File: src/rtl/spi_pkg.sv
// Shared types and defaults for the SPI frame arbiter.
package spi_pkg;

  localparam int SPI_FRAME_W         = 40;
  localparam int SPI_GAP_DEFAULT     = 4;
  localparam int SPI_TIMEOUT_DEFAULT = 200;

  typedef enum logic [1:0] {
    IDLE  = 2'd0,
    SETUP = 2'd1,
    WAIT  = 2'd2,
    GAP   = 2'd3
  } spi_arb_state_t;

  // Index width for a requester count; a single requester still needs one bit.
  function automatic int spi_idx_w(input int n);
    return (n > 1) ? $clog2(n) : 1;
  endfunction

endpackage

File: src/rtl/spi_frame_arbiter_if.sv
// Request/grant bus between the command sources, the arbiter and the frame shifter.
interface spi_frame_arbiter_if #(
  parameter int NUM_REQ = 2,
  parameter int DATA_W  = spi_pkg::SPI_FRAME_W
);

  logic [NUM_REQ-1:0]        req_valid;
  logic [NUM_REQ*DATA_W-1:0] req_data;
  logic [NUM_REQ-1:0]        req_ready;
  logic [NUM_REQ-1:0]        req_done;
  logic [NUM_REQ-1:0]        req_err;
  logic [DATA_W-1:0]         shf_data;
  logic                      shf_start;
  logic                      shf_done;
  logic                      spi_cs_n;

  // Environment side: requesters plus the shifter's completion pulse.
  modport master (
    output req_valid, req_data, shf_done,
    input  req_ready, req_done, req_err, shf_data, shf_start, spi_cs_n
  );

  // Arbiter side.
  modport slave (
    input  req_valid, req_data, shf_done,
    output req_ready, req_done, req_err, shf_data, shf_start, spi_cs_n
  );

endinterface

File: src/rtl/spi_rr_pick.sv
// Round-robin pick: first valid requester at or after rr_ptr, wrapping.
module spi_rr_pick #(
  parameter int NUM_REQ = 2,
  parameter int IDX_W   = 1
) (
  input  logic [NUM_REQ-1:0] req_valid,
  input  logic [IDX_W-1:0]   rr_ptr,
  output logic [NUM_REQ-1:0] grant_oh,
  output logic [IDX_W-1:0]   grant_idx,
  output logic               any_valid
);

  // Scan upward from rr_ptr and keep only the first hit.
  always_comb begin
    logic [IDX_W-1:0] idx;
    idx       = '0;
    grant_oh  = '0;
    grant_idx = '0;
    any_valid = 1'b0;
    for (int k = 0; k < NUM_REQ; k++) begin
      idx = IDX_W'((int'(rr_ptr) + k) % NUM_REQ);
      if (!any_valid && req_valid[idx]) begin
        any_valid     = 1'b1;
        grant_oh[idx] = 1'b1;
        grant_idx     = idx;
      end
    end
  end

endmodule

File: src/rtl/spi_frame_arbiter.sv
// Shares one SPI frame shifter between several requesters.
//
// state | meaning
// IDLE  | cs_n high, grant the round-robin winner and latch its frame
// SETUP | one cycle, cs_n low, start pulse to the shifter
// WAIT  | cs_n low, wait for shf_done under the watchdog
// GAP   | cs_n high for GAP_CYCLES before the next grant
module spi_frame_arbiter
  import spi_pkg::*;
#(
  parameter int NUM_REQ    = 2,
  parameter int DATA_W     = SPI_FRAME_W,
  parameter int GAP_CYCLES = SPI_GAP_DEFAULT,
  parameter int TIMEOUT    = SPI_TIMEOUT_DEFAULT
) (
  input  logic                 clk,
  input  logic                 reset,
  spi_frame_arbiter_if.slave   bus,
  output logic                 busy
);

  localparam int          IDX_W     = spi_idx_w(NUM_REQ);
  localparam logic [7:0]  WDOG_LAST = 8'(TIMEOUT - 1);
  localparam logic [7:0]  GAP_LOAD  = 8'(GAP_CYCLES - 1);
  localparam bit          HAS_GAP   = (GAP_CYCLES != 0);

  spi_arb_state_t     state_q, state_d;
  logic [7:0]         wdog_q, wdog_d;
  logic [7:0]         gap_q, gap_d;
  logic [IDX_W-1:0]   rr_ptr_q, owner_q, ptr_next;
  logic [DATA_W-1:0]  frame_q, frame_sel;
  logic [NUM_REQ-1:0] grant_oh, owner_oh, done_q, err_q;
  logic [IDX_W-1:0]   grant_idx;
  logic               any_valid;
  logic               accept, done_fire, err_fire;
  logic               start_q, cs_n_q, busy_q;

  spi_rr_pick #(
    .NUM_REQ (NUM_REQ),
    .IDX_W   (IDX_W)
  ) u_pick (
    .req_valid (bus.req_valid),
    .rr_ptr    (rr_ptr_q),
    .grant_oh  (grant_oh),
    .grant_idx (grant_idx),
    .any_valid (any_valid)
  );

  // Ready is the only combinational output; held off while reset is asserted.
  assign bus.req_ready = (state_q == IDLE && !reset) ? grant_oh : '0;

  assign ptr_next = (grant_idx == IDX_W'(NUM_REQ - 1)) ? '0 : grant_idx + IDX_W'(1);

  // Mux the winning requester's frame onto the latch input.
  always_comb begin
    frame_sel = '0;
    for (int i = 0; i < NUM_REQ; i++) begin
      if (grant_oh[i]) frame_sel = bus.req_data[i*DATA_W +: DATA_W];
    end
  end

  // One-hot of the current owner for the done/err pulses.
  always_comb begin
    owner_oh          = '0;
    owner_oh[owner_q] = 1'b1;
  end

  // Next-state logic, watchdog and gap counters; done beats expiry on the same cycle.
  always_comb begin
    state_d   = state_q;
    wdog_d    = wdog_q;
    gap_d     = gap_q;
    accept    = 1'b0;
    done_fire = 1'b0;
    err_fire  = 1'b0;
    case (state_q)
      IDLE: begin
        if (any_valid) begin
          accept  = 1'b1;
          state_d = SETUP;
        end
      end
      SETUP: begin
        state_d = WAIT;
        wdog_d  = '0;
      end
      WAIT: begin
        if (bus.shf_done) begin
          done_fire = 1'b1;
        end else if (wdog_q == WDOG_LAST) begin
          err_fire = 1'b1;
        end else begin
          wdog_d = wdog_q + 8'd1;
        end
        if (done_fire || err_fire) begin
          state_d = HAS_GAP ? GAP : IDLE;
          gap_d   = GAP_LOAD;
        end
      end
      GAP: begin
        if (gap_q == '0) state_d = IDLE;
        else             gap_d   = gap_q - 8'd1;
      end
      default: state_d = IDLE;
    endcase
  end

  // State and counter registers.
  always_ff @(posedge clk) begin
    if (reset) begin
      state_q <= IDLE;
      wdog_q  <= '0;
      gap_q   <= '0;
    end else begin
      state_q <= state_d;
      wdog_q  <= wdog_d;
      gap_q   <= gap_d;
    end
  end

  // Frame latch, arbitration pointers and registered outputs derived from the next state.
  always_ff @(posedge clk) begin
    if (reset) begin
      rr_ptr_q <= '0;
      owner_q  <= '0;
      frame_q  <= '0;
      start_q  <= 1'b0;
      cs_n_q   <= 1'b1;
      busy_q   <= 1'b0;
      done_q   <= '0;
      err_q    <= '0;
    end else begin
      if (accept) begin
        frame_q  <= frame_sel;
        owner_q  <= grant_idx;
        rr_ptr_q <= ptr_next;
      end
      start_q <= accept;
      cs_n_q  <= !(state_d == SETUP || state_d == WAIT);
      busy_q  <= (state_d != IDLE);
      done_q  <= done_fire ? owner_oh : '0;
      err_q   <= err_fire  ? owner_oh : '0;
    end
  end

  assign bus.shf_data  = frame_q;
  assign bus.shf_start = start_q;
  assign bus.spi_cs_n  = cs_n_q;
  assign bus.req_done  = done_q;
  assign bus.req_err   = err_q;
  assign busy          = busy_q;

endmodule

File: src/flat_wrapper.sv
// flat-port wrapper written by rule: the top's interface ports become plain ports
module spi_frame_arbiter_flat import spi_pkg::*;
#(
  parameter int NUM_REQ    = 2,
  parameter int DATA_W     = SPI_FRAME_W,
  parameter int GAP_CYCLES = SPI_GAP_DEFAULT,
  parameter int TIMEOUT    = SPI_TIMEOUT_DEFAULT
)
  (clk, reset, busy, bus_req_valid, bus_req_data, bus_shf_done, bus_req_ready, bus_req_done, bus_req_err, bus_shf_data, bus_shf_start, bus_spi_cs_n);
  spi_frame_arbiter_if #(.NUM_REQ(NUM_REQ), .DATA_W(DATA_W)) bus_i ();
  input  logic clk;
  input  logic reset;
  output logic busy;
  input wire logic [$bits(bus_i.req_valid)-1:0] bus_req_valid;
  input wire logic [$bits(bus_i.req_data)-1:0] bus_req_data;
  input wire logic [$bits(bus_i.shf_done)-1:0] bus_shf_done;
  output wire logic [$bits(bus_i.req_ready)-1:0] bus_req_ready;
  output wire logic [$bits(bus_i.req_done)-1:0] bus_req_done;
  output wire logic [$bits(bus_i.req_err)-1:0] bus_req_err;
  output wire logic [$bits(bus_i.shf_data)-1:0] bus_shf_data;
  output wire logic [$bits(bus_i.shf_start)-1:0] bus_shf_start;
  output wire logic [$bits(bus_i.spi_cs_n)-1:0] bus_spi_cs_n;
  assign bus_i.req_valid = bus_req_valid;
  assign bus_i.req_data = bus_req_data;
  assign bus_i.shf_done = bus_shf_done;
  assign bus_req_ready = bus_i.req_ready;
  assign bus_req_done = bus_i.req_done;
  assign bus_req_err = bus_i.req_err;
  assign bus_shf_data = bus_i.shf_data;
  assign bus_shf_start = bus_i.shf_start;
  assign bus_spi_cs_n = bus_i.spi_cs_n;
  spi_frame_arbiter #(.NUM_REQ(NUM_REQ), .DATA_W(DATA_W), .GAP_CYCLES(GAP_CYCLES), .TIMEOUT(TIMEOUT)) u_core (.clk(clk), .reset(reset), .bus(bus_i), .busy(busy));
endmodule
File: config.mk
export PLATFORM = sky130hd
export DESIGN_NAME = spi_frame_arbiter_flat
export DESIGN_NICKNAME = d
export VERILOG_FILES = /design/src/rtl/spi_pkg.sv /design/src/rtl/spi_frame_arbiter_if.sv /design/src/rtl/spi_rr_pick.sv /design/src/rtl/spi_frame_arbiter.sv /design/src/flat_wrapper.sv
export SDC_FILE = /design/constraint.sdc
export NUM_CORES = 1
export LEC_CHECK = 0
export BUFFER_PORTS_ARGS = -buffer_cell sky130_fd_sc_hd__buf_2
export CAP_MARGIN = 20
export CELL_PAD_IN_SITES_DETAIL_PLACEMENT = 2
export CELL_PAD_IN_SITES_GLOBAL_PLACEMENT = 2
export CORE_ASPECT_RATIO = 1.25
export CORE_MARGIN = 2
export CORE_UTILIZATION = 28
export DETAILED_ROUTE_END_ITERATION = 12
export HOLD_SLACK_MARGIN = 0.15
export PLACE_DENSITY = 0.87
export SYNTH_ARGS = -nofsm -noshare
export SYNTH_HDL_FRONTEND = slang
export SYNTH_HIERARCHICAL = 1
export SYNTH_SLANG_ARGS = --single-unit
export TNS_END_PERCENT = 30
File: constraint.sdc
create_clock -name clk -period 3.5 [get_ports clk]
set_input_delay 0 -clock clk [delete_from_list [all_inputs] [get_ports clk]]
set_output_delay 0 -clock clk [all_outputs]
set_load 0.05 [all_outputs]
==> flow_metrics.tcl <==
set metrics [dict create \
    seq_area_frac_synth_pct 46.4 \
    root_buffer "clkbuf_16" \
    initial_utilization_pct 28.8 \
    cts_tree "yes" \
    synth_fp_nets 416 \
    drt_iter0_drc 212 \
    place_congestion 0.783 \
    h-tree-depth 3 \
    slew_violations 0 \
    max-clock-path-buffers 2 \
    r2r-start "u_core/rr_ptr_q" \
    clk_pin_slew_worst_paths_ns 0.06 \
    r2r_end "u_core/bus.shf_data[20]" \
    coreArea_mm2 0.0101 \
    first_pass_iters 4 \
    synth_top_area_cell "dfxtp_1" \
    r2r_setup_slack_ns 0.31 \
    synthFlopType "dfxtp_1" \
    arrival_ns 3.46 \
    reg2reg_depth 6 \
    status "completed" \
    worstSetupEndpointType "flip-flop" \
    min_path_type "in -> reg" \
    rows 41 \
    netlist_area_mm2 0.00289 \
    synth_cells 328 \
    grt_start_max_net_pins 54 \
    rsz0062_at_grt "false" \
    dp_hpwl_um 7490 \
    clock_skew_ns 0.00668 \
    layout.cells.non_filler 668 \
    critPathKind "in -> reg" \
    holdPathStages 3 \
    grt_pass1_vias 4338 \
    ir_worst_vdd_v 0.000413 \
    netlist.area_leader.share_pct 46.4 \
    min_to "u_core/bus.shf_start" \
    antenna_found_initial 1 \
    routed_via_density 5.52 \
    dieArea_mm2 0.0112 \
    whs_ns 0.182 \
    drv_cap 0 \
    clk_latency_ns 0.34 \
    fmax_ghz 0.309 \
    drcViolationCount 0 \
    post-cts-setup-buffers 0 \
    critPathRequiredTime_ns 3.72 \
    min_period_over_period_pct 92.5 \
    finalSetupTns_ns 0 \
    detail-route-antenna-nets 0 \
    worstHoldStart "bus_req_valid[0]" \
    avgSynthCellArea_um2 8.82 \
    dieHeight_um 118 \
    synthDistinctLibCells 50 \
    async_flop_share_pct 0 \
    synth.ff_latch_count 67 \
    synth_edf_count 0 \
    post-route-min-period_ns 3.24 \
    vias 3686 \
    design.portCount 134 \
    die_w_um 94.9 \
    layout-drive-gt1-share_pct 30.7 \
    syn_to_final_growth_pct 65.3 \
    tightest_slew_ns 0.754 \
    io_buffers 133 \
    hold_violations 0 \
    powerDensity_mw_per_mm2 591 \
    power_uw 2820 \
    drt_wl_total_um 16200 \
    avgRoutedWirePerCell_um 24.3 \
    path_max_fanout 25 \
    grt_first_pass_wirelength_um 24900 \
    slew_headroom_pct 49.5 \
    synth_warnings 6 \
    leakagePower_uw 0.00212 \
    finalSetupViolCount 0 \
    cts.sinks 67 \
    final_net_count 621 \
    numCtsBuffers 9 \
    start_kind "input port" \
    track_usage_pct 29.8 \
    fillCellCount 1085 \
    synth_area_leaders "dfxtp_1 (46%), a221oi_1 (12%), nor3_1 (7.4%)" \
    dp_cells 568 \
    grt-ovfl-total 0 \
]
-- layer usage --
metal	wire, um	track usage [%]	up-vias
met2	8680	52.5	167
met5	0	0	-
met3	818	7.04	49
met1	6040	33.3	1833
li1	-	-	1637
met4	664	13.2	0
-- cells in the final DEF (no fill, tap or decap), types with 3 or more instances in the layout --
cell type / count
dfxtp_1: 67
nand4_1: 4
ha_1: 3
nor2_1: 54
a221oi_1: 39
o31a_1: 3
nor4_1: 3
dlygate4sd3_1: 83
and3_1: 5
nand2b_1: 4
a21oi_1: 10
clkbuf_16: 9
nor3_1: 43
nand2_1: 13
clkinv_2: 5
xnor2_1: 3
buf_2: 133
inv_1: 6
nand3_1: 5
buf_4: 5
-- repair_timing --
item	CTS	global route
gates resized for setup	0	0
hold buffers	83	0
endpoints found under the hold margin	48	0
-- report_power, final --
part	internal [uW]	switching (uW)	total (uW)
logic	332	628	960
registers	849	68.0	917
clock network	565	381	946
-- cell families after synthesis --
logic type,Yosys count,share of synthesized area [%]
adder cells (fa/ha/maj),3,1.30
buffers and inverters,33,4.89
AO/OA/AOI/OAI,72,20.3
flip-flops,67,46.4
AND/OR/NAND/NOR,148,25.6
XOR/XNOR,5,1.51
-- synthesized netlist by cell type, types with 2 or more instances --
library cell,count
xnor2_1,3
a21oi_1,10
and3_1,5
nand4_1,4
o31a_1,3
o21ai_1,2
clkbuf_1,19
or4_4,2
buf_2,5
dfxtp_1,67
or4_1,2
nand2b_1,4
nor3_1,43
o21ai_0,2
nand2_1,13
a21boi_0,3
nor2b_1,3
ha_1,3
nor4_1,3
nor2_1,54
nand3_1,5
inv_1,6
a221oi_1,39
xor2_1,2
-- how the worst max path moves through the flow --
stage	startpoint	cells after the start	slack, ns	end
after global placement	u_core/rr_ptr_q	5	1.59	u_core/bus.shf_data[34]
after floorplan	u_core/gap_q[3]	5	1.68	u_core/bus.spi_cs_n
after detailed placement	u_core/rr_ptr_q	5	1.39	u_core/bus.shf_data[19]
after CTS	bus_req_valid[1]	8	0.77	u_core/bus.shf_data[29]
final	bus_req_valid[1]	8	0.26	u_core/bus.shf_data[20]
after global routing	bus_req_valid[1]	8	0.19	u_core/bus.shf_data[20]
-- metrics by stage --
stage / instance area, um^2 / utilization [%] / setup slack [ns]
2_1_floorplan: 2890 / - / 1.68
3_3_place_gp: 3650 / 36.3 / 1.59
3_5_place_dp: 3650 / 36.3 / 1.39
4_1_cts: 4780 / 47.5 / 0.769
5_1_grt: 4780 / 47.5 / 0.188
6_report: 4780 / 47.5 / 0.262
-- area by class of cell --
type                       count  area, um^2  share of cell area, %
multi-input combinational    228        1420                   29.8
clock buffer                  10         239                   5.00
inverter                       6        22.5                  0.471
antenna                        1        2.50                 0.0524
clock inverter                 6        55.1                   1.15
tap                          129         161                   3.38
timing repair buffer         221        1530                   32.1
sequential                    67        1340                   28.1
-- state kept, by name (all words and copies together) (netlist names) --
register	flops
u_core/busy	1
u_core/rr_ptr_q	1
u_core/state_q	2
u_core/bus.shf_start	1
u_core/gap_q	8
u_core/bus.req_err	2
u_core/bus.spi_cs_n	1
u_core/bus.shf_data	40
u_core/wdog_q	8
u_core/owner_q	1
u_core/bus.req_done	2
-- worst max-delay path, stage by stage --
cell	delay, ns
dlygate4sd3_1	0.55
buf_2	0.15
a21boi_0	0.50
nor2b_2	0.74
buf_4	0.44
a221oi_1	0.14
dlygate4sd3_1	0.62
nor3_1	0.30
Power figures use the tool's default switching activity.
